## src/rtl/time_subtractor.sv

```systemverilog
// Sequential BCD time subtractor: remaining time A - B, one digit per clock, LSB first.
// Optional `WRAP_24H_EN: on A < B the result wraps to A - B + 24:00:00 instead of saturating to 00:00:00.
module time_subtractor (
  input  logic       clock,
  input  logic       reset,
  input  logic       start,
  input  logic [3:0] aHour10,
  input  logic [3:0] aHour1,
  input  logic [3:0] aMinute10,
  input  logic [3:0] aMinute1,
  input  logic [3:0] aSecond10,
  input  logic [3:0] aSecond1,
  input  logic [3:0] bHour10,
  input  logic [3:0] bHour1,
  input  logic [3:0] bMinute10,
  input  logic [3:0] bMinute1,
  input  logic [3:0] bSecond10,
  input  logic [3:0] bSecond1,
  output logic [3:0] Hour10,
  output logic [3:0] Hour1,
  output logic [3:0] Minute10,
  output logic [3:0] Minute1,
  output logic [3:0] Second10,
  output logic [3:0] Second1,
  output logic       complete,
  output logic       busy,
  output logic       negative,
  output logic       error,
  output logic [1:0] dbg_state
);

  // Handshake: start is accepted only on an edge where the block is IDLE; complete
  // pulses for exactly one cycle when the outputs are updated, and busy covers the gap.
  typedef enum logic [1:0] {IDLE = 2'd0, SUB = 2'd1, ADJ = 2'd2} state_t;

  state_t     state_q, state_d;
  logic [2:0] idx_q;
  logic       borrow_q;
  logic       err_q;
  logic [3:0] a_q [6];
  logic [3:0] b_q [6];
  logic [3:0] w_q [6];

  logic [3:0] a_dig, b_dig, mod_dig, d_digit;
  logic [4:0] diff;
  logic       ops_valid;

  function automatic logic time_ok(input logic [3:0] h10, input logic [3:0] h1,
                                   input logic [3:0] m10, input logic [3:0] m1,
                                   input logic [3:0] s10, input logic [3:0] s1);
    logic ok;
    ok = (h1 <= 4'd9) && (m1 <= 4'd9) && (s1 <= 4'd9);
    ok = ok && (m10 <= 4'd5) && (s10 <= 4'd5) && (h10 <= 4'd2);
    ok = ok && !((h10 == 4'd2) && (h1 > 4'd3));
    return ok;
  endfunction

  assign ops_valid = time_ok(aHour10, aHour1, aMinute10, aMinute1, aSecond10, aSecond1) &&
                     time_ok(bHour10, bHour1, bMinute10, bMinute1, bSecond10, bSecond1);
  assign dbg_state = state_q;

  // Index order: 0=Second1, 1=Second10, 2=Minute1, 3=Minute10, 4=Hour1, 5=Hour10.
  always_comb begin
    a_dig   = a_q[0];
    b_dig   = b_q[0];
    mod_dig = 4'd10;
    case (idx_q)
      3'd1: begin a_dig = a_q[1]; b_dig = b_q[1]; mod_dig = 4'd6; end
      3'd2: begin a_dig = a_q[2]; b_dig = b_q[2]; end
      3'd3: begin a_dig = a_q[3]; b_dig = b_q[3]; mod_dig = 4'd6; end
      3'd4: begin a_dig = a_q[4]; b_dig = b_q[4]; end
      3'd5: begin a_dig = a_q[5]; b_dig = b_q[5]; end
      default: ;
    endcase
    diff    = {1'b0, a_dig} - {1'b0, b_dig} - {4'd0, borrow_q};
    // diff[4] is the sign; the low nibble wraps correctly when the modulus is added back.
    d_digit = diff[4] ? (diff[3:0] + mod_dig) : diff[3:0];
  end

`ifdef WRAP_24H_EN
  logic [4:0] h1_sum, h10_sum;
  logic       h1_carry;
  logic [3:0] h1_wrap, h10_wrap;

  always_comb begin
    h1_sum   = {1'b0, w_q[4]} + 5'd4;
    h1_carry = (h1_sum > 5'd9);
    h1_wrap  = h1_carry ? (h1_sum[3:0] - 4'd10) : h1_sum[3:0];
    h10_sum  = {1'b0, w_q[5]} + 5'd2 + {4'd0, h1_carry};
    h10_wrap = (h10_sum > 5'd9) ? (h10_sum[3:0] - 4'd10) : h10_sum[3:0];
  end
`endif

  always_ff @(posedge clock) begin
    if (reset) state_q <= IDLE;
    else       state_q <= state_d;
  end

  always_comb begin
    state_d = state_q;
    case (state_q)
      IDLE:    if (start) state_d = SUB;
      SUB:     if (idx_q == 3'd5) state_d = ADJ;
      ADJ:     state_d = IDLE;
      default: state_d = IDLE;
    endcase
  end

  always_ff @(posedge clock) begin
    if (reset) begin
      idx_q    <= 3'd0;
      borrow_q <= 1'b0;
      err_q    <= 1'b0;
      for (int i = 0; i < 6; i++) begin
        a_q[i] <= 4'd0;
        b_q[i] <= 4'd0;
        w_q[i] <= 4'd0;
      end
      {Hour10, Hour1, Minute10, Minute1, Second10, Second1} <= 24'd0;
      complete <= 1'b0;
      busy     <= 1'b0;
      negative <= 1'b0;
      error    <= 1'b0;
    end else begin
      complete <= 1'b0;
      case (state_q)
        IDLE: begin
          if (start) begin
            a_q[0] <= aSecond1;  a_q[1] <= aSecond10; a_q[2] <= aMinute1;
            a_q[3] <= aMinute10; a_q[4] <= aHour1;    a_q[5] <= aHour10;
            b_q[0] <= bSecond1;  b_q[1] <= bSecond10; b_q[2] <= bMinute1;
            b_q[3] <= bMinute10; b_q[4] <= bHour1;    b_q[5] <= bHour10;
            err_q    <= !ops_valid;
            borrow_q <= 1'b0;
            idx_q    <= 3'd0;
            busy     <= 1'b1;
          end
        end
        SUB: begin
          w_q[idx_q] <= d_digit;
          borrow_q   <= diff[4];
          idx_q      <= (idx_q == 3'd5) ? 3'd0 : idx_q + 3'd1;
        end
        ADJ: begin
          complete <= 1'b1;
          busy     <= 1'b0;
          if (err_q) begin
            {Hour10, Hour1, Minute10, Minute1, Second10, Second1} <= 24'd0;
            negative <= 1'b0;
            error    <= 1'b1;
          end else begin
            negative <= borrow_q;
            error    <= 1'b0;
            if (!borrow_q) begin
              {Hour10, Hour1, Minute10, Minute1, Second10, Second1} <=
                {w_q[5], w_q[4], w_q[3], w_q[2], w_q[1], w_q[0]};
            end else begin
`ifdef WRAP_24H_EN
              {Hour10, Hour1, Minute10, Minute1, Second10, Second1} <=
                {h10_wrap, h1_wrap, w_q[3], w_q[2], w_q[1], w_q[0]};
`else
              {Hour10, Hour1, Minute10, Minute1, Second10, Second1} <= 24'd0;
`endif
            end
          end
        end
        default: ;
      endcase
    end
  end

endmodule

```

## config.mk

```make
export PLATFORM = sky130hd
export DESIGN_NAME = time_subtractor
export DESIGN_NICKNAME = d
export VERILOG_FILES = /design/src/rtl/time_subtractor.sv
export SDC_FILE = /design/constraint.sdc
export NUM_CORES = 1
export LEC_CHECK = 0
export CORE_AREA = 2 2 122 124
export DETAILED_ROUTE_END_ITERATION = 8
export DIE_AREA = 0 0 124 126
export SYNTH_ARGS = -nofsm -noshare
export SYNTH_HDL_FRONTEND = slang
export SYNTH_SLANG_ARGS = --single-unit
```

## constraint.sdc

```tcl
create_clock -name clock -period 3.83 [get_ports clock]
set_input_delay 1.149 -clock clock [delete_from_list [all_inputs] [get_ports clock]]
set_output_delay 1.149 -clock clock [all_outputs]
set_load 0.005 [all_outputs]
```

== After elaboration in Yosys (flattened, before gate mapping) ==
Memories as Yosys holds them, arrays and structs flattened.
Cells that the tools add are included.

* Register bits after elaboration: 35
* Output and inout port bits: 30
* Word-level logic and storage cells: 138
* Memories: 3
* Memory bits (writable): 72
* Bits of input ports: 51

{| class="wikitable"
|+ Memories
! memory !! words !! width !! rd ports !! clocked after Yosys merged registers in !! wr ports !! RTL line !! text
|-
| a_q || 6 || 4 || 6 || 0 || 6 || 40 || <nowiki>logic [3:0] a_q [6];</nowiki>
|-
| b_q || 6 || 4 || 6 || 0 || 6 || 41 || <nowiki>logic [3:0] b_q [6];</nowiki>
|-
| w_q || 6 || 4 || 6 || 0 || 6 || 42 || <nowiki>logic [3:0] w_q [6];</nowiki>
|}

* $lt $le $gt $ge: 14
* Bitwise operators: 12
* Multiplexer cells: 53
* Add/sub/neg operators: 4
* Equality and inequality tests: 11
* Reductions and logical operators: 27

{| class="wikitable"
|+ Operator list
! cell !! count
|-
| 2-to-1 mux 4 bit || 27
|-
| one-hot mux 4 bit (5 select lines) || 2
|-
| <= comparator 4 bit, second input constant || 6
|-
| <= comparator 4 x 3 -> 1 bit, second input constant || 4
|-
| logical AND 1 bit || 15
|-
| 2-to-1 mux 1 bit || 15
|-
| OR 1 bit || 12
|-
| 2-to-1 mux 3 bit || 3
|-
| == test 4 x 2 -> 1 bit, second input constant || 2
|-
| > comparator 4 x 2 -> 1 bit, second input constant || 2
|-
| <= comparator 4 x 2 -> 1 bit, second input constant || 2
|-
| AND reduction 2 bit || 4
|-
| == test 3 x 2 -> 1 bit, second input constant || 2
|-
| == test 3 bit, second input constant || 2
|-
| one-hot mux 3 bit (2 select lines) || 1
|-
| subtractor 4 x 4 -> 5 bit || 1
|-
| subtractor 5 x 1 -> 5 bit || 1
|-
| adder 4 bit || 1
|-
| 2-to-1 mux 2 bit || 2
|-
| inequality test 2 bit, second input constant || 2
|-
| one-hot mux 1 bit (2 select lines) || 2
|-
| one-hot mux 2 bit (2 select lines) || 1
|-
| nonzero test 2 bit || 2
|-
| OR reduction 4 bit || 1
|-
| other kinds (7) || 9
|}

== Logic depth before layout (Yosys ltp) ==
Gate-level depths: netlist of run 1.

* Word-level depth: 9
* Mapped depth: 17
* Gate-level depth less buffers: 15

== Worst setup path before layout of run 1 ==
OpenSTA, ideal clock, no wires.

* Path kind: reg-to-reg
* From: reg idx_q[0]
* To: mem w_q[5][3], data pin
* Stages on the path, launching flop included: 18
* Data arrival time: 3.772 ns
* Data required time: 3.566 ns
* Setup slack: -0.206 ns
* Cells stage by stage: dfxtp_1 > buf_6 > clkbuf_1 > and2_1 > ha_1 > clkbuf_1 > a222oi_1 > o211ai_1 > o21a_1 > fa_1 > inv_1 > fa_1 > xnor2_1 > fa_1 > o21ai_0 > or3b_1 > xnor3_2 > nor2_1

{| class="wikitable"
|+ RTL lines
! what !! RTL line !! text
|-
| start, declared || 37 || <nowiki>logic [2:0] idx_q;</nowiki>
|-
| start signal, assigned || 142 || <nowiki>idx_q <= (idx_q == 3'd5) ? 3'd0 : idx_q + 3'd1;</nowiki>
|-
| end, declared || 42 ||
|}

==> results of run 1 <==
through the flow:
step                      std cells  power [W]  utilization [%]  setup slack, ns
after global placement          651    0.00190             39.6            0.190
after floorplan                 400    0.00170                -           0.0133
after global routing            669    0.00298             42.0           0.0106
after CTS                       667    0.00286             41.7           0.0262
final                           669    0.00285             42.0            0.166
after detailed placement        651    0.00191             39.6           0.0449
metal layers:
layer	track usage (%)	share of wire, %	up-vias
met4	4.03	1.3	0
met2	23.8	47	135
li1	-	-	1648
met3	3.03	5.8	11
met1	20.7	46	1577
met5	0	0	-
how the worst max path moves through the flow:
stage                        start  slack [ns]         to
after floorplan           idx_q[1]        0.01  w_q[5][3]
after global placement    idx_q[1]        0.19  w_q[5][3]
after detailed placement  idx_q[1]        0.04  w_q[5][3]
after CTS                 idx_q[1]        0.03  w_q[5][3]
after global routing      idx_q[2]        0.01  w_q[5][3]
final                     idx_q[1]        0.17  w_q[5][3]
cell usage after synthesis, drive strengths merged (7+ instances only):
| cell | instances | area share (%) |
|---|---|---|
| edfxtp | 72 | 47 |
| nor2 | 60 | 5.1 |
| and3 | 48 | 6.5 |
| dfxtp | 35 | 15 |
| a22oi | 32 | 5.2 |
| clkbuf | 22 | 1.8 |
| o21ai | 18 | 1.9 |
| nand2 | 16 | 1.3 |
| inv | 12 | 0.97 |
| nor3 | 9 | 1.1 |
| nand2b | 7 | 1.1 |
power by group:
group	internal, W	total [W]	switching, W	leakage [nW]
Clock	0.000501	0.000951	0.000450	0.155
Combinational	0.000252	0.000556	0.000303	1.10
Sequential	0.00131	0.00134	0.0000311	1.05
Total	0.00206	0.00285	0.000784	2.31
cells by family after synthesis:
kind of cell	synth area share [%]
mux	0.867
fa+ha+maj	2.65
flops	62.0
compound gates	12.4
xor+xnor	1.08
buf+inv	3.55
simple gates	17.5
worst min-delay path, cell delays in order, from the launching register on:
cell and delay (ns):
edfxtp_1 0.32, a22oi_1 0.06, nor2_1 0.07
final cells by class:
class / count / share of cell area, %
Clock buffer: 10 / 4.16
Timing Repair Buffer: 96 / 15.3
Sequential cell: 107 / 47.6
Inverter: 12 / 0.749
Multi-Input combinational cell: 254 / 27.3
Clock inverter: 6 / 0.998
Tap cell: 184 / 3.83
flip-flops by register name, indices dropped and copies added (netlist names), 2 cells and up:
signal     cells
idx_q          3
a_q           24
Second10       4
Minute10       4
b_q           24
dbg_state      2
Minute1        4
Hour10         4
w_q           24
Second1        4
Hour1          4
timing repair:
| item | in CTS | in global routing |
|---|---|---|
| endpoints found under the setup margin | 1 | 6 |
| pin swaps | 0 | 2 |
| gates resized for setup | 1 | 5 |
| buffers inserted | 0 | 2 |
| hold buffers | 0 | 0 |
| endpoints found under the hold margin | 0 | 0 |
==> flow_metrics.tcl, run 1 <==
set metrics [dict create \
    area_delta_synth_final_pct 30.2 \
    cellPowerDensity_nw_per_um2 473 \
    ff_latch_area_um2 2870 \
    setup_viol 0 \
    grt_pass1_wl_um 17800 \
    cts_root_buffer "clkbuf_16" \
    multi_input_area_um2 1640 \
    path_max_fanout 8 \
    track_usage_pct 14.9 \
    overflow 0 \
    slew_viol_final 0 \
    cts_max_level 3 \
    period_minus_slack_ns 3.66 \
    clkTransAtPathRegs_ns 0.08 \
    hold_end "Second1[1]" \
    leakagePower_nw 2.31 \
    min_path_cells 2 \
    port_buffers 80 \
    grt_max_degree 50 \
    fp.dieH_um 126 \
    ant_nets 0 \
    layout_commonest_cell "clkdlybuf4s50_1" \
    synth_nets 459 \
    vias 3371 \
    final_nets 539 \
    routed_via_density 5.04 \
    final_cell_mix "clkdlybuf4s50_1, edfxtp_1, nor2_1" \
    netlist_instances 400 \
    core_um2 14300 \
    setup.worst_path.class "register to register" \
    cts_buffers 9 \
    gp_congestion 0.842 \
    r2r_end "w_q[5][3]" \
    critical_path_required_ns 3.92 \
    r2r-start "idx_q[1]" \
    ys_warn_count 0 \
    synth_edf_count 72 \
    insertedDiodeCount 0 \
    critPathArrivalTime_ns 3.75 \
    tns_ns 0 \
    startpoint_type "register" \
    slowest_stage "fa_2" \
    synth_area_um2 4620 \
    post-route-cell-area_um2 6020 \
    insertion_delay_ns 0.35 \
    rr_worst_depth 14 \
    fin_crit_sh_pct 95.7 \
    end_kind "register" \
    place_area_um2 5660 \
    grt_antenna_before_repair 0 \
    hpwlAfterDp_um 8280 \
    dr.first_iter.drc_count 369 \
    initial_utilization_pct 32.3 \
    fin_skew_ns 0.0112 \
    grt_pass1_vias 3356 \
    rsz0062_at_grt "no" \
    synthFlopType "edfxtp_1" \
    ir_worst_vdd_mv 0.230 \
    die_w_um 124 \
    avgRoutedWirePerCell_um 16.5 \
    status "completed" \
    min_from "w_q[0][1]" \
    drv_cap 0 \
    dieArea_um2 15600 \
    cts.path.max_buffers 2 \
    wirelength_um 11100 \
    drive_gt1_share_pct 10.5 \
    crit_chain "and2_1, ha_4, a222oi_1, o211ai_1, o21a_1, fa_2, inv_1, fa_2, inv_1, fa_2, nor3_1, or3b_1, xnor3_2, nor2_1" \
    cp.depth 14 \
    clock.fmax_mhz 273 \
    ys_seq_area_share_pct 62.0 \
    worstMarginPinSlew_ns 1.20 \
    nFillCells 1371 \
    async_flop_share_pct 0 \
    drt_pre_antenna_iters 5 \
    tritoncts "built" \
    worstHoldPathType "register to register" \
    avgSynthCellArea_um2 11.6 \
    relSlewSlack_pct 19.8 \
    synth.ff_latch_count 107 \
    path_buf_inv 2 \
    fin_hold_ws_ns 0.485 \
    crit_family "adder cells" \
    numClockSinks 107 \
    hold_viol 0 \
    slowest_delay_ns 0.44 \
    drc 0 \
    r2r_slack_ns 0.17 \
    synth_cell_types 48 \
    fp-row-count 44 \
    io_pins 81 \
    crit_top_cell "fa_2" \
]
No activity file was read; power rests on OpenSTA's default activity.
==> inputs of run 2 (changes only) <==
--- a/config.mk
+++ b/config.mk
@@ -5,9 +5,9 @@
 export SDC_FILE = /design/constraint.sdc
 export NUM_CORES = 1
 export LEC_CHECK = 0
-export CORE_AREA = 2 2 122 124
+export CORE_AREA = 3 3 123 125
 export DETAILED_ROUTE_END_ITERATION = 8
-export DIE_AREA = 0 0 124 126
+export DIE_AREA = 0 0 126 128
 export SYNTH_ARGS = -nofsm -noshare
 export SYNTH_HDL_FRONTEND = slang
 export SYNTH_SLANG_ARGS = --single-unit
==> constraint.sdc (replaced) <==
create_clock -name clock -period 3.6 [get_ports clock]
set_input_delay 1.08 -clock clock [delete_from_list [all_inputs] [get_ports clock]]
set_output_delay 1.08 -clock clock [all_outputs]
set_load 0.005 [all_outputs]
==> run 2 against run 1 <==
Global-route usage down 1.1 points. Utilization up 1.5 points. Combinational power up 14%. Count of clock-buffer cells in the layout up 1. Clock power up 2.3%. Total power up 6.7%. Sequential power up 7%. Flip-flop and latch count unchanged. Non-clock buffer count up 8. Critical path type unchanged.
==> flow_metrics.tcl, run 2 (synthesized netlist as in run 1, its figures left out) <==
set metrics [dict create \
    die_w_um 126 \
    worstHoldPathType "register to register" \
    hold_buffers 0 \
    setup_viol 0 \
    fin_crit_sh_pct 99.1 \
    dieArea_um2 16100 \
    core_um2 14000 \
    setup.worst_path.class "register to register" \
    min_path_cells 2 \
    vias 3432 \
    post_layout_nonfiller_instances 673 \
    clock.fmax_mhz 280 \
    grt_antenna_before_repair 0 \
    insertedDiodeCount 0 \
    drt_pre_antenna_iters 5 \
    cellPowerDensity_nw_per_um2 500 \
    rsz0062_at_grt "yes" \
    clkTransAtPathRegs_ns 0.08 \
    startpoint_type "register" \
    cts_buffers 9 \
    insertion_delay_ns 0.35 \
    io_pins 81 \
    drc 0 \
    overflow 0 \
    port_buffers 80 \
    layout_commonest_cell "clkdlybuf4s50_1" \
    period_minus_slack_ns 3.57 \
    final_cell_mix "clkdlybuf4s50_1, edfxtp_1, nor2_1" \
    grt_max_degree 50 \
    end_kind "register" \
    hpwlAfterDp_um 8270 \
    ant_nets 0 \
    drv_cap 0 \
    critPathArrivalTime_ns 3.67 \
    hold_viol 0 \
    fp-row-count 43 \
    initial_utilization_pct 33.0 \
    status "completed" \
    worstMarginPinSlew_ns 1.12 \
    slew_viol_final 0 \
    fin_skew_ns 0.00993 \
    dr.first_iter.drc_count 310 \
    tritoncts "built" \
    setup_ws_ns 0.0336 \
    rr_worst_depth 14 \
    power_w 0.00304 \
    cts_root_buffer "clkbuf_16" \
    relSlewSlack_pct 25.5 \
    reg_top3 "a_q: 24 flops, b_q: 24 flops, w_q: 24 flops" \
    cts_max_level 3 \
    gp_congestion 0.891 \
    final_nets 547 \
    pre_cts_slack_ns -0.0343 \
    place_inst 650 \
    avgRoutedWirePerCell_um 16.4 \
    numClockSinks 107 \
    routed_via_density 5.10 \
    grt_pass1_wl_um 17600 \
    grt_pass1_vias 3322 \
    post-route-cell-area_um2 6080 \
    wirelength_um 11000 \
    critical_path_required_ns 3.70 \
    path_max_fanout 8 \
    area_delta_synth_final_pct 31.6 \
    fp.dieH_um 128 \
    cts.path.max_buffers 2 \
    drive_gt1_share_pct 12.8 \
    leakagePower_nw 2.35 \
    ir_worst_vdd_mv 0.255 \
    track_usage_pct 13.8 \
    place_area_um2 5710 \
]
run 2: worst paths after layout:
kind,slack (ns),endpoint,start
max,0.03,w_q[3][3],idx_q[1]
min,0.48,Hour10[2],w_q[5][2]
max reg2reg,0.03,w_q[3][3],idx_q[1]
min reg2reg,0.48,Hour10[2],w_q[5][2]
run 2: metrics by stage:
stage	utilization (%)	hold WS (ns)	setup TNS [ns]
2_1_floorplan	-	0.459	-0.552
3_3_place_gp	40.8	0.468	0
3_5_place_dp	40.8	0.473	-0.0935
4_1_cts	42.9	0.489	0
5_1_grt	43.5	0.520	-0.561
6_report	43.5	0.484	0
run 2: metal layers:
layer / global-route usage, % / vias to the layer above / part of all wire (%)
li1: - / 1662 / -
met1: 19.1 / 1624 / 46
met2: 21.0 / 131 / 45
met3: 3.42 / 15 / 6.9
met4: 4.86 / 0 / 2.0
met5: 0 / - / 0
run 2: what timing repair did:
item                       CTS  global route
hold endpoints to repair     0             0
setup endpoints to repair    6             6
pin swaps                    0             5
setup buffers                0             7
resized for setup            1             5
run 2: critical path, stage by stage (launching register included):
cell and delay (ns):
dfxtp_4 0.37, and2_4 0.17, ha_4 0.18, a222oi_1 0.33, o211ai_1 0.14, o21ai_1 0.12
fa_2 0.22, inv_2 0.04, fa_2 0.53, inv_2 0.05, fa_2 0.37, o21ai_0 0.07
or3b_1 0.36, xnor3_2 0.31, nor2_1 0.07
run 2: cell type report:
class                      instances  area [um^2]
clock inverter                     5         40.0
clock buffer                      11          254
fill                            1323         7910
multi-input combinational        254         1660
timing repair buffer             104          993
tap                              180          225
sequential                       107         2870
inverter                          12         45.0
run 2: power by group:
part	switching, W	internal [W]	total, W
clock	0.000452	0.000521	0.000973
sequential	0.0000345	0.00140	0.00143
combinational	0.000333	0.000302	0.000635
total	0.000819	0.00222	0.00304
